===== src/rtl/inv_mix_columns_iter.sv =====
// rtl/inv_mix_columns_iter.sv - AES InvMixColumns, one column per cycle through a shared column core.
// Define INV_MIX_COLUMNS_PARALLEL_EN to transform all four columns in a single BUSY cycle.
module inv_mix_columns_iter #(
   parameter int NCOLS = 4
) (
   input  logic         clk,
   input  logic         rst_n,
   input  logic         in_valid,
   output logic         in_ready,
   input  logic [0:127] in_state,
   output logic         out_valid,
   input  logic         out_ready,
   output logic [0:127] out_state
);

   typedef enum logic [1:0] {IDLE, BUSY, DONE} state_t;

   state_t       state, state_next;
   logic [0:127] work, work_next, work_xf, out_next;
   logic         accept_ok;
   logic         last_col;

   function automatic logic [7:0] xtime(input logic [7:0] a);
      return {a[6:0], 1'b0} ^ (a[7] ? 8'h1b : 8'h00);
   endfunction

   // Column word packs row 0 in bits [31:24] down to row 3 in bits [7:0].
   function automatic logic [31:0] inv_col(input logic [31:0] w);
      logic [7:0] a [4];
      logic [7:0] x2 [4];
      logic [7:0] x4 [4];
      logic [7:0] x8 [4];
      logic [7:0] m9 [4];
      logic [7:0] mb [4];
      logic [7:0] md [4];
      logic [7:0] me [4];
      for (int r = 0; r < 4; r++) begin
         a[r]  = w[8*(3-r) +: 8];
         x2[r] = xtime(a[r]);
         x4[r] = xtime(x2[r]);
         x8[r] = xtime(x4[r]);
         m9[r] = x8[r] ^ a[r];
         mb[r] = x8[r] ^ x2[r] ^ a[r];
         md[r] = x8[r] ^ x4[r] ^ a[r];
         me[r] = x8[r] ^ x4[r] ^ x2[r];
      end
      return {me[0] ^ mb[1] ^ md[2] ^ m9[3],
              m9[0] ^ me[1] ^ mb[2] ^ md[3],
              md[0] ^ m9[1] ^ me[2] ^ mb[3],
              mb[0] ^ md[1] ^ m9[2] ^ me[3]};
   endfunction

   function automatic logic [31:0] get_col(input logic [0:127] s, input int c);
      logic [31:0] w;
      for (int r = 0; r < 4; r++) w[8*(3-r) +: 8] = s[32*r + 8*c +: 8];
      return w;
   endfunction

   function automatic logic [0:127] put_col(input logic [0:127] s, input int c, input logic [31:0] w);
      logic [0:127] t;
      t = s;
      for (int r = 0; r < 4; r++) t[32*r + 8*c +: 8] = w[8*(3-r) +: 8];
      return t;
   endfunction

`ifdef INV_MIX_COLUMNS_PARALLEL_EN
   always_comb begin
      work_xf = work;
      for (int c = 0; c < NCOLS; c++) work_xf = put_col(work_xf, c, inv_col(get_col(work, c)));
   end

   assign last_col = 1'b1;
`else
   logic [1:0] col;

   always_comb begin
      work_xf = put_col(work, int'(col), inv_col(get_col(work, int'(col))));
   end

   assign last_col = (col == 2'(NCOLS - 1));

   // Natural 2-bit wrap brings col back to 0 as BUSY is left.
   always_ff @(posedge clk or negedge rst_n) begin
      if (!rst_n) begin
         col <= 2'd0;
      end else if (accept_ok && in_valid) begin
         col <= 2'd0;
      end else if (state == BUSY) begin
         col <= col + 2'd1;
      end
   end
`endif

   always_comb begin
      state_next = state;
      work_next  = work;
      out_next   = out_state;
      accept_ok  = 1'b0;
      out_valid  = 1'b0;
      case (state)
         IDLE: accept_ok = 1'b1;
         BUSY: begin
            work_next = work_xf;
            if (last_col) begin
               state_next = DONE;
               out_next   = work_xf;
            end
         end
         DONE: begin
            out_valid = 1'b1;
            if (out_ready) begin
               accept_ok  = 1'b1;
               state_next = IDLE;
            end
         end
         default: state_next = IDLE;
      endcase
      if (accept_ok && in_valid) begin
         work_next  = in_state;
         state_next = BUSY;
      end
   end

   assign in_ready = accept_ok & rst_n;

   always_ff @(posedge clk or negedge rst_n) begin
      if (!rst_n) begin
         state     <= IDLE;
         work      <= '0;
         out_state <= '0;
      end else begin
         state     <= state_next;
         work      <= work_next;
         out_state <= out_next;
      end
   end

endmodule


===== config.mk =====
export PLATFORM = sky130hd
export DESIGN_NAME = inv_mix_columns_iter
export DESIGN_NICKNAME = d
export VERILOG_FILES = /design/src/rtl/inv_mix_columns_iter.sv
export SDC_FILE = /design/constraint.sdc
export NUM_CORES = 1
export LEC_CHECK = 0
export ABC_AREA = 1
export CAP_MARGIN = 10
export CORE_MARGIN = 8
export CORE_UTILIZATION = 55
export DETAILED_ROUTE_END_ITERATION = 16
export PLACE_DENSITY = 0.8
export SYNTH_ARGS = -nofsm -noshare
export SYNTH_HDL_FRONTEND = slang
export SYNTH_SLANG_ARGS = --single-unit

===== constraint.sdc =====
create_clock -name clk -period 3.1 [get_ports clk]
set_clock_uncertainty 0.15 [all_clocks]
set_input_delay 0.31 -clock clk [delete_from_list [all_inputs] [get_ports clk]]
set_output_delay 0.31 -clock clk [all_outputs]
set_load 0.01 [all_outputs]

==> metrics.md <==
| Metric | Value |
|---|---|
| Top cell type by total area after synthesis | sky130_fd_sc_hd__dfrtp_1 |
| Final period util | 99.6% |
| Average via count per standard cell | 5.78 |
| TNS Setup | 0 ps |
| Count of fill cells added during filler insertion | 2,502 |
| Area overhead of the layout relative to synthesis | 34.5% |
| Max Clock Freq | 324 MHz |
| Sequential element share of the synthesized area | 34.9% |
| Run status | complete, no violations |
| Worst path required time | 3460 ps |
| Insertion delay to the later sink of the worst-skew pair | 610 ps |
| Number of rows in the core area | 67 |
| Fraction of registers with async set or reset after synthesis | 100% |
| Critical-path cell with the highest stage delay | sky130_fd_sc_hd__dfrtp_4 |
| H-tree level count | 1 |
| Synth Area in Adders | 0.268% |
| Max-cap viol count | 0 |
| Netlist area before placement | 18,700 µm² |
| Dominant combinational cell family by area after synthesis | simple AND/OR/NAND/NOR gates |
| Global route total overflow | 0 |
| Post-Synthesis Net Count | 3,136 |
| First-pass GRT wire length | 120 mm |
| Unrepaired setup endpoints after global routing | yes |
| Antenna-violating nets left | 0 |
| Routed vias | 22,100 |
| Worst-path fanout max | 10 |
| HPWL after DPL | 56.7 mm |
| Distinct cells, synth | 33 |
| Num Clock Sinks | 260 |
| Leading register cell type out of synthesis | sky130_fd_sc_hd__dfrtp_1 |
| Effective utilization at floorplan | 55.8% |
| Number of buffers on the longest clock path | 3 |
| DP Worst Slack | -132 ps |
| Port Buf Inserts | 261 |
| Gp weighted congestion | 1.02 |
| CTS Buf Count | 28 |
| Commonest cells in the synthesized netlist | sky130_fd_sc_hd__nand2_1, sky130_fd_sc_hd__nand3_1, sky130_fd_sc_hd__inv_1 |
| Most common cell in the synthesized netlist | sky130_fd_sc_hd__nand2_1 |
| Die height | 200 µm |
| Placeable core area | 33,400 µm² |
| Slowest Stage Delay on Critical Path | 490 ps |
| Clock transition at the registers of the reported paths | 70 ps |
| Net count of the finished layout | 3,499 |
| Worst path cell trace | clkinv_8 > buf_12 > clkbuf_16 > nand2_1 > nand3_1 > nand2_2 > inv_2 > nand3_1 > nand2_1 > nand2_1 > nand2_2 > or2_1 > nand4_1 > nand4_1 > nand2_2 > nand2_1 > nand2_1 |
| Total number of yosys warnings | 0 |
| Number of antenna violations at the first check in global routing | 0 |
| Seq cells post-synth | 260 |
| Critical path startpoint category | flip-flop |
| Area share of and/or/nand/nor cells after synthesis | 43.3% |
| Number of failing setup endpoints in the final timing report | 0 |
| Synthesized instance count | 3,000 |
| Multiplexer fraction of the synthesized cell area | 0% |
| TritonRoute pass-1 iters | 7 |
| R2R Path Start | col[0]$_DFFE_PN0P_ |
| IO Count | 262 |
| Combined global-route utilization of all metal layers | 37.2% |
| Vias in the first global route | 21,500 |
| Number of enable-type register cells in the synthesized netlist | 0 |
| Maximum number of pins on one net before global-route repair | 181 |
| Length in cells of the worst reg-to-reg path | 17 |
| Tightest Pin Transition | 1030 ps |
| Avg Inst Size Synth | 6.22 µm² |
| Post-Synth XOR/XNOR Area | 5.34% |
| Share of the synthesized area in the top cell type | 34.9% |
| Average detailed-routed wire length per instance | 20.6 µm |
| Top cell by count, worst path | sky130_fd_sc_hd__nand2_1 |
| Critical path start-end classification | flip-flop to flip-flop |
| Floorplan die area | 40,100 µm² |
| Crit path arrival time | 3450 ps |
| Final Hold Violating Endpoints | 0 |
| Worst hold-check path type | input port to async pin |
| Total count of max-transition violations in the final report | 0 |
| Worst reg2reg setup slack | 10 ps |
| Kind of end point of the critical path | flip-flop |
| Critical R2R Capture | out_state[17]$_DFFE_PN0P_ |
| Leading post-synthesis cells by cell area | sky130_fd_sc_hd__dfrtp_1, sky130_fd_sc_hd__nand2_1, sky130_fd_sc_hd__nand3_1 |
| Die X-Extent | 200 µm |
| Share of layout cells above drive strength 1 | 16.3% |
| Number of remaining DRC errors | 0 |
| Routed WL | 78.8 mm |
| Number of DRC markers in iteration 0 | 2,698 |
| Period minus WS final | 3090 ps |
| CTS root buf | sky130_fd_sc_hd__clkbuf_16 |
| Final setup margin | 12.0 ps |
| Slew Limit Headroom | 31.2% |
| Compound-Gate Fraction of Synth Area | 5.29% |
| Clock tree from TritonCTS | built |
[placed cells by master (no fill, tap or decap), types with 4 or more instances in the layout]
cell type and count:
sky130_fd_sc_hd__buf_12 19, sky130_fd_sc_hd__buf_4 183, sky130_fd_sc_hd__buf_6 6, sky130_fd_sc_hd__clkbuf_16 29
sky130_fd_sc_hd__clkbuf_8 6, sky130_fd_sc_hd__clkdlybuf4s50_1 260, sky130_fd_sc_hd__clkinv_2 5, sky130_fd_sc_hd__dfrtp_1 258
sky130_fd_sc_hd__ha_1 4, sky130_fd_sc_hd__inv_1 339, sky130_fd_sc_hd__inv_2 15, sky130_fd_sc_hd__nand2_1 1335
sky130_fd_sc_hd__nand2_2 132, sky130_fd_sc_hd__nand2_4 48, sky130_fd_sc_hd__nand3_1 321, sky130_fd_sc_hd__nand3_2 31
sky130_fd_sc_hd__nand3_4 5, sky130_fd_sc_hd__nand4_1 53, sky130_fd_sc_hd__nor2_1 5, sky130_fd_sc_hd__nor2_2 4
sky130_fd_sc_hd__o21ai_0 115, sky130_fd_sc_hd__o21ai_1 31, sky130_fd_sc_hd__o21ai_2 6, sky130_fd_sc_hd__o22ai_1 32
sky130_fd_sc_hd__or2_1 4, sky130_fd_sc_hd__xnor2_1 22, sky130_fd_sc_hd__xnor2_2 12, sky130_fd_sc_hd__xnor2_4 6
sky130_fd_sc_hd__xor2_1 41, sky130_fd_sc_hd__xor2_2 22
[layout make-up]
type	count	area, µm²	area share [%]
clock inverter	12	168	0.668
multi-input combinational	2241	11200	44.6
sequential	260	6510	25.9
antenna	1	2.50	0.00997
inverter	359	1370	5.47
tap	448	561	2.23
timing repair buffer	473	4500	17.9
clock buffer	36	791	3.15
[metal layers]
layer	up-vias	track usage, %	part of all wire [%]
met2	1498	59.7	46
met4	0	15.6	4.9
met3	306	8.62	11
met1	10400	47.7	38
met5	-	0	0
li1	9988	-	-
[cell families (layout without fill, tap and decap cells)]
family,Yosys count,after routing
DFF,260,260
xor gates and xnor gates,104,104
buffers and inverters,499,880
and+or+nand+nor,1945,1945
other,0,1
AOI/OAI and AO/OA,188,188
adders and majority gates,4,4
[state kept, by name (all words and copies together) (netlist names)]
register and flops:
work 128, col 2, state 2, out_state 128
[worst max path at each step]
stage,startpoint,endpoint,cells past startpoint,slack (ps)
global placement,col[0]$_DFFE_PN0P_,out_state[2]$_DFFE_PN0P_,18,-100
finish,col[0]$_DFFE_PN0P_,out_state[17]$_DFFE_PN0P_,17,10
global route,col[0]$_DFFE_PN0P_,out_state[38]$_DFFE_PN0P_,16,-70
detailed placement,col[0]$_DFFE_PN0P_,out_state[2]$_DFFE_PN0P_,18,-130
floorplan,col[0]$_DFFE_PN0P_,out_state[96]$_DFFE_PN0P_,14,410
CTS,col[0]$_DFFE_PN0P_,work[89]$_DFFE_PN0P_,21,-100
[critical path, delay by kind of cell, from the launching register on]
| family | cells | cell delay [ps] |
|---|---|---|
| AND/OR/NAND/NOR | 13 | 1770 |
| buffers and inverters | 4 | 560 |
| flip-flops | 1 | 490 |
[metrics by stage]
stage,utilization (%),hold WS (ps),instances,area (µm²)
floorplan,-,-136,3000,18700
global placement,67.9,69.7,3743,22700
detailed placement,67.9,72.9,3743,22700
CTS,71.0,44.9,3793,23800
global route,75.1,87.0,3829,25100
finish,75.1,51.6,3830,25100
[repair_timing]
item,CTS,global route
setup endpoints to repair,86,241
gates resized for setup,20,252
endpoints found under the hold margin,36,0
pin swaps,0,55
hold buffers,1,0
setup buffers,1,35
gates cloned,0,1
Power is not shown: default switching activity piles up to over one toggle a cycle in this logic, so the estimate is an artifact.
